$ cat config.mk
export PLATFORM = sky130hd
export DESIGN_NAME = pcm2pwm_scheduler
export DESIGN_NICKNAME = d
export VERILOG_FILES = /design/src/rtl/pcm2pwm_scheduler.sv
export SDC_FILE = /design/constraint.sdc
export NUM_CORES = 1
export LEC_CHECK = 0
export ABC_AREA = 1
export CORE_ASPECT_RATIO = 0.5
export CORE_MARGIN = 4
export CORE_UTILIZATION = 60
export CTS_CLUSTER_DIAMETER = 100
export DETAILED_ROUTE_END_ITERATION = 10
export PLACE_DENSITY = 0.9
export SLEW_MARGIN = 10
export SYNTH_ARGS = -nofsm -noshare
export SYNTH_HDL_FRONTEND = slang
export SYNTH_SLANG_ARGS = --single-unit
export TNS_END_PERCENT = 10
$ cat constraint.sdc
create_clock -name clk_i -period 3 [get_ports clk_i]
set_input_delay 0.6 -clock clk_i [delete_from_list [all_inputs] [get_ports clk_i]]
set_output_delay 0.6 -clock clk_i [all_outputs]
set_load 0.05 [all_outputs]
$ cat src/rtl/pcm2pwm_scheduler.sv
// PCM-to-PWM scheduler: buffers signed PCM samples, converts them to
// offset-binary duty, and updates duty only on PWM period boundaries.
// Ports: clk_i/rst_i (sync, active-high), start_i/stop_i control pulses,
// sample_i/sample_valid_i/sample_ready_o producer side, duty_o and
// pwm_enable_o to the PWM stage, fifo_level_o, underflow_o, busy_o status.
module pcm2pwm_scheduler #(
  parameter int FIFO_DEPTH         = 16,
  parameter int PRIME_LEVEL        = 8,
  parameter int PERIODS_PER_SAMPLE = 8
) (
  input  logic                          clk_i,
  input  logic                          rst_i,
  input  logic                          start_i,
  input  logic                          stop_i,
  input  logic [15:0]                   sample_i,
  input  logic                          sample_valid_i,
  output logic                          sample_ready_o,
  output logic [7:0]                    duty_o,
  output logic                          pwm_enable_o,
  output logic [$clog2(FIFO_DEPTH):0]   fifo_level_o,
  output logic                          underflow_o,
  output logic                          busy_o
);

  localparam int AW = $clog2(FIFO_DEPTH);
  localparam int LW = AW + 1;
  localparam int RW = (PERIODS_PER_SAMPLE > 1) ?
                      $clog2(PERIODS_PER_SAMPLE) : 1;
  localparam logic [RW-1:0] REP_MAX = RW'(PERIODS_PER_SAMPLE - 1);
  localparam logic [7:0]    MID     = 8'h80;

  typedef enum logic [1:0] {IDLE, PRIME, PLAY, DRAIN} state_t;

  state_t        state;
  logic [7:0]    mem [FIFO_DEPTH];
  logic [AW-1:0] wr_ptr;
  logic [AW-1:0] rd_ptr;
  logic [LW-1:0] level;
  logic [7:0]    phase;
  logic [RW-1:0] rep;
  logic          push;
  logic          pop;
  logic          flush;
  logic          boundary;
  logic          prime_go;
  logic          has_data;
  logic          unused_lsb;

  // Only the top byte matters after conversion.
  assign unused_lsb = ^sample_i[7:0];

  assign sample_ready_o = (level != LW'(FIFO_DEPTH));
  assign fifo_level_o   = level;
  assign has_data       = (level != '0);
  assign push           = sample_valid_i && sample_ready_o;
  assign boundary       = pwm_enable_o && (phase == 8'hFF) &&
                          (rep == REP_MAX);
  assign flush          = (state == PRIME) && stop_i;
  assign prime_go       = (state == PRIME) && !stop_i &&
                          (level >= LW'(PRIME_LEVEL));
  assign pop            = prime_go || (boundary && has_data);

  // Samples are stored already converted to offset-binary duty.
  always_ff @(posedge clk_i) begin
    if (push) mem[wr_ptr] <= {~sample_i[15], sample_i[14:8]};
  end

  always_ff @(posedge clk_i) begin
    if (rst_i || flush) begin
      wr_ptr <= '0;
      rd_ptr <= '0;
      level  <= '0;
    end else begin
      if (push) wr_ptr <= wr_ptr + 1'b1;
      if (pop)  rd_ptr <= rd_ptr + 1'b1;
      if (push && !pop)      level <= level + 1'b1;
      else if (pop && !push) level <= level - 1'b1;
    end
  end

  always_ff @(posedge clk_i) begin
    if (rst_i) begin
      state        <= IDLE;
      duty_o       <= MID;
      pwm_enable_o <= 1'b0;
      underflow_o  <= 1'b0;
      busy_o       <= 1'b0;
      phase        <= '0;
      rep          <= '0;
    end else begin
      // phase/rep mirror the PWM stage counter while enabled.
      if (pwm_enable_o) phase <= phase + 1'b1;
      if (pwm_enable_o && phase == 8'hFF)
        rep <= (rep == REP_MAX) ? '0 : rep + 1'b1;
      unique case (state)
        IDLE: begin
          if (start_i && !stop_i) begin
            state       <= PRIME;
            busy_o      <= 1'b1;
            underflow_o <= 1'b0;
          end
        end
        PRIME: begin
          if (stop_i) begin
            state  <= IDLE;
            busy_o <= 1'b0;
          end else if (prime_go) begin
            state        <= PLAY;
            duty_o       <= mem[rd_ptr];
            pwm_enable_o <= 1'b1;
            phase        <= '0;
            rep          <= '0;
          end
        end
        PLAY: begin
          if (boundary) begin
            if (has_data) begin
              duty_o <= mem[rd_ptr];
            end else begin
              duty_o      <= MID;
              underflow_o <= 1'b1;
            end
          end
          if (stop_i) state <= DRAIN;
        end
        DRAIN: begin
          if (boundary) begin
            if (has_data) begin
              duty_o <= mem[rd_ptr];
            end else begin
              state        <= IDLE;
              duty_o       <= MID;
              pwm_enable_o <= 1'b0;
              busy_o       <= 1'b0;
              phase        <= '0;
              rep          <= '0;
            end
          end
        end
      endcase
    end
  end

endmodule
# Word level (Yosys, flattened, before mapping)
# Memories as Yosys holds them, arrays and structs flattened. A register that Yosys moved wholly into a read port is not among the register bits.
# Index checks and enable logic that the tools add are counted.
# op_classes
eq_ne	17
n_addsub	6
order_cmp	1
n_mux	43
bitwise	1
n_reduce_logical	28
# ops
op	n
8-bit two-way mux	9
8-bit case mux with 2 select lines	2
3-bit two-way mux	6
2-bit inequality test (second input constant)	9
5-bit AND reduction	3
2-bit two-way mux	6
1-bit two-way mux	11
1-bit logical AND	10
5-bit two-way mux	2
4-bit by 1-bit adder with 4-bit output (second input constant)	2
8-bit by 1-bit adder with 8-bit output (second input constant)	1
8-bit equality test (second input constant)	1
4-bit two-way mux	2
2-bit case mux with 4 select lines	1
4-bit AND reduction	2
2-bit nonzero test	4
3-bit case mux with 2 select lines	1
5-bit by 1-bit adder with 5-bit output (second input constant)	1
5-bit by 4-bit >= comparator with 1-bit output (second input constant)	1
5-bit inequality test (second input constant)	1
5-bit nonzero test	1
5-bit by 1-bit subtractor with 5-bit output (second input constant)	1
2-bit equality test (second input constant)	2
1-bit case mux with 2 select lines	2
12 further kinds	15
# totals
elab_cells	107
ram_bits	128
register_bits	37
memories	1
output_inout_bits	17
# memory_table
name	depth	width	rd	rd_clocked_by_memory_dff	wr	line_no	text
mem	16	8	1	1	1	35	logic [7:0] mem [FIFO_DEPTH];

# Logic depth before layout (Yosys ltp)
# depth
word_depth	8
mapped_depth	16
ltp_nobuf	16

# Worst setup path before layout
# OpenSTA, ideal clock, no wires.
# synth_path
path_type	flip-flop to flip-flop
from	register level[4], in the netlist fifo_level_o[4]
to	register level[4], in the netlist fifo_level_o[4]
required_ns	2.887
path_stages_with_launch	13
setup_ns	0.113
synth_period_minus_slack_ns	2.883
setup_slack_ns	0.117
arrival_ns	2.770
cell_sequence	dfxtp_1 -> nand3_1 -> nand2_1 -> inv_1 -> ha_1 -> inv_1 -> ha_1 -> a21oi_1 -> nand2_1 -> a21oi_1 -> o21ai_0 -> nor2_1 -> nor2_1
# synth_between
word_cells_on_any_way	16
cone_classes	2 x add/sub; 1 x order compare; 1 x eq/ne; 2 x mux; 10 x reduce/logical
# synth_rtl
item	line_no	text
start, declared	38	logic [LW-1:0] level;
start signal, assigned	76	if (push && !pop) level <= level + 1'b1;
start signal, assigned	77	else if (pop && !push) level <= level - 1'b1;
5-bit inequality test (*)	52	assign sample_ready_o = (level != LW'(FIFO_DEPTH));
net sample_ready_o	17	output logic sample_ready_o,
1-bit logical AND (*)	55	assign push = sample_valid_i && sample_ready_o;
net push	41	logic push;
1-bit logical NOT	77	
1-bit logical AND	77	
2-bit nonzero test (no source line)	n/a	
# Mark *: on every way through the listed nets, which the timed path passes. The rest lies on a longest branch. The select of a mux whose other input is x is not followed.
# A chain may end at the register's enable or synchronous reset.

# Worst setup path after layout
# layout_path
from	register phase[0]
to	register level[4], in the netlist fifo_level_o[4]
# layout_between
elab_chain_cells	8
word_cells_on_any_way	10
cone_classes	1 x eq/ne; 1 x mux; 8 x reduce/logical
# layout_lines
item	line_no	text
start, declared	39	logic [7:0] phase;
start signal, assigned	92	if (pwm_enable_o) phase <= phase + 1'b1;
8-bit equality test (*)	56	assign boundary = pwm_enable_o && (phase == 8'hFF) &&
1-bit logical AND (*) (2 in series)	56	
1-bit logical AND (*)	61	assign pop = prime_go || (boundary && has_data);
1-bit logical OR (*)	61	
1-bit logical NOT	76	
1-bit logical AND	76	
5-bit two-way mux / 2-bit nonzero test (equally long branches)	n/a	
# Mark *: on every way between the ends. The rest lies on a longest branch, timed or not.

==> results_dict.tcl <==
set metrics [dict create \
    rows 28 \
    syn_nets 811 \
    die_y_um 86.8 \
    drc 0 \
    hold_path.class "register to register" \
    sw_frac_of_total_pct 34.0 \
    wirelength_mm 19.4 \
    insertion_delay_ns 0.44 \
    dr.first_iter.drc_count 890 \
    yosysTopAreaCell "edfxtp_1" \
    die-area_um2 14400 \
    cts_made_buffers 17 \
    via_per_inst 5.94 \
    crit_path_max_incr_delay_ns 0.37 \
    cts_buffer_depth 2 \
    final-hold-violation-count 0 \
    grt_pass1_vias 5927 \
    fillCellCount 685 \
    yosys.area_share.xor_xnor_pct 1.06 \
    rsz0062_at_grt "false" \
    synth_top_family_by_area "simple AND/OR/NAND/NOR gates" \
    post_synth.cell_area_avg_um2 9.58 \
    synthDistinctLibCells 32 \
    grt_pass1_wl_mm 30.2 \
    cts_max_level 4 \
    combPwrFrac_pct 26.9 \
    final_nets 851 \
    synth_adder_area_share_pct 2.29 \
    place.detailed.hpwl_mm 11.1 \
    seqCellArea_um2 4670 \
    area_delta_synth_final_pct 14.8 \
    crit_family "adder cells" \
    synthSimpleGateAreaFrac_pct 22.6 \
    crit_fanout 6 \
    met1_usage_pct 32.9 \
    dr.pass1.iters 7 \
    start_util_pct 62.1 \
    cts_tree "yes" \
    grt_max_degree 65 \
    critPathLaunchType "register" \
    synthMuxAreaShare_pct 0.403 \
    cts_root_buffer "clkbuf_16" \
    drt-wirelength-per-cell_um 19.5 \
    grt-ovfl-total 0 \
    placedCellCount 963 \
    cp-end-kind "register" \
    postCtsHoldBufs 0 \
    synth_top_area_share_pct 51.6 \
    num_vias 5913 \
    path_buf_inv 2 \
    antenna_found_initial 0 \
    relSlewSlack_pct 25.3 \
    synth_compound_area_share_pct 3.26 \
    vdd_drop_max_uv 795 \
    drtAntennaViolNets 0 \
    clock_skew_ns 0.00953 \
    crit_slowest_cell "dfxtp_1" \
    power_switching_mw 2.32 \
    syn_inst 777 \
    power_frac_clock_pct 31.6 \
    routabilityCongestion 0.862 \
    path_class "register to register" \
    ys_top_cells_by_area "edfxtp_1, dfxtp_1, nand2_1, nand3_1, inv_1" \
    netlist_area_um2 7440 \
    fin_setup_tns_ns 0 \
    crit_required_ns 3.33 \
    timing.fmax_mhz 378 \
    drive_gt1_share_pct 7.47 \
    die_width_um 166 \
    status "finished clean" \
    ys_ff_latch 169 \
    antenna-diode-count 0 \
    coreArea_um2 12000 \
    cp_cell_sequence "ha_1 -> nand2_2 -> nor2_4 -> nand4_4 -> o21ai_4 -> inv_1 -> ha_1 -> inv_1 -> ha_1 -> a21oi_1 -> nand2_1 -> o21ai_0 -> nand2_1 -> nand2_1 -> nor2_1" \
    io_buffers 29 \
    setup_viol 0 \
    grt_usage_pct 28.2 \
    internal-power_mw 4.51 \
    crit_arrival_ns 2.97 \
    stdcell_count 995 \
    ys_seq_area_share_pct 62.7 \
    layout_worst_path_cycle_share_pct 88.2 \
    multi_input_area_um2 2210 \
    busiest_layer "met2" \
    met2_usage_pct 47.3 \
    power.density_nw_per_um2 799 \
    synth_warnings 0 \
    pwr-share-seq_pct 41.6 \
    met3_usage_pct 7.41 \
    boundaryPins 38 \
    worst_pin_slew_ns 1.12 \
    cap_violations 0 \
    leakagePower_nw 3.60 \
    min_period_ns 2.65 \
    clkSlewWorstSetupHoldPaths_ns 0.06 \
    final-max-slew-violation-count 0 \
    post-cts-setup-buffers 0 \
    clock-sinks 169 \
]
==> stage by stage <==
step                power (mW)  instance area [um2]  setup WS (ns)  hold WS [ns]  utilization (%)
detailed placement        4.62                 7970         0.0744         0.455             66.5
finish                    6.83                 8540          0.355         0.477             71.3
CTS                       6.76                 8540          0.304         0.474             71.3
global placement          4.52                 7970          0.166         0.456             66.5
floorplan                 4.09                 7440          0.117         0.465                -
global route              7.06                 8540         0.0540         0.490             71.3
==> power groups by stage <==
stage / combinational, mW / clock, mW / sequential (mW)
4_1_cts: 1.79 / 2.14 / 2.84
5_1_grt: 1.96 / 2.25 / 2.85
3_3_place_gp: 1.66 / 0 / 2.87
2_1_floorplan: 0.982 / 0 / 3.11
6_report: 1.83 / 2.16 / 2.84
3_5_place_dp: 1.74 / 0 / 2.88
==> cells in the final DEF (no fill, tap or decap), drive strengths merged, types with 4 or more instances in the layout <==
| cell type | Yosys | final |
|---|---|---|
| a21oi | 27 | 27 |
| buf | 16 | 20 |
| clkbuf | 12 | 22 |
| clkdlybuf4s50 | 0 | 29 |
| clkinv | 0 | 6 |
| dfxtp | 41 | 41 |
| edfxtp | 128 | 128 |
| ha | 12 | 12 |
| inv | 118 | 118 |
| nand2 | 216 | 216 |
| nand3 | 101 | 101 |
| nand4 | 4 | 4 |
| nor2 | 65 | 65 |
| o21ai | 20 | 20 |
| xnor2 | 5 | 5 |
| xor2 | 4 | 4 |
==> state kept, by name, indices dropped and copies added (netlist names), named ones only <==
signal	cells
busy_o	1
pwm_enable_o	1
rep	3
rd_ptr	4
state	1
wr_ptr	4
phase	8
fifo_level_o	5
mem	128
underflow_o	1
duty_o	8
==> worst paths after layout <==
kind / from / end / slack [ns] / cells after the start
setup reg to reg: phase[0] / fifo_level_o[4] / 0.35 / 15
hold / removal: underflow_o / underflow_o / 0.48 / 2
hold reg to reg: underflow_o / underflow_o / 0.48 / 2
setup / recovery: phase[0] / fifo_level_o[4] / 0.35 / 15
==> tightest hold or removal path: cells and delay by family (launching register included) <==
kind            cells  cell delay, ns
simple gates        1            0.06
flops               1            0.31
compound gates      1            0.05
==> cell usage after synthesis <==
library cell  number
o21ai_0           19
buf_4              1
nand2_1          213
nand2_8            1
buf_2             13
inv_2              2
nor2_8             1
mux2i_1            3
nand4_4            1
inv_1            116
nor2_2             2
a21oi_2            1
or2_2              2
xor2_1             4
nand2_4            1
edfxtp_1         128
fa_1               1
nand2_2            1
buf_6              1
ha_1              12
xnor2_1            5
a21oi_1           26
nand3b_1           1
nand4_1            3
buf_1              1
nor2_4             1
dfxtp_1           41
nor3_1             1
nand3_1          101
o21ai_2            1
clkbuf_1          12
nor2_1            61
==> metal layers <==
metal,up-vias,wire [um]
li1,2586,-
met2,503,9210
met4,0,1210
met1,2693,6770
met5,-,0
met3,131,2180
==> timing repair <==
| action | CTS | global route |
|---|---|---|
| resized for setup | 0 | 1 |
| endpoints found under the setup margin | 0 | 1 |
| endpoints found under the hold margin | 0 | 0 |
==> area by class of cell <==
cell class                      instances  share of cell area, %
Sequential cell                       169                   54.6
Clock inverter                         10                   1.20
Clock buffer                           22                   5.43
Multi-Input combinational cell        462                   25.9
Timing Repair Buffer                   49                   5.30
Inverter                              118                   5.18
Tap cell                              165                   2.42
==> cells by family after synthesis <==
kind of cell	Yosys count
DFF	169
xor gates and xnor gates	9
muxes	3
and+or+nand+nor	390
AOI/OAI and AO/OA	47
adders and majority gates	13
buffers and inverters	146
(Power assumes the default switching activity.)
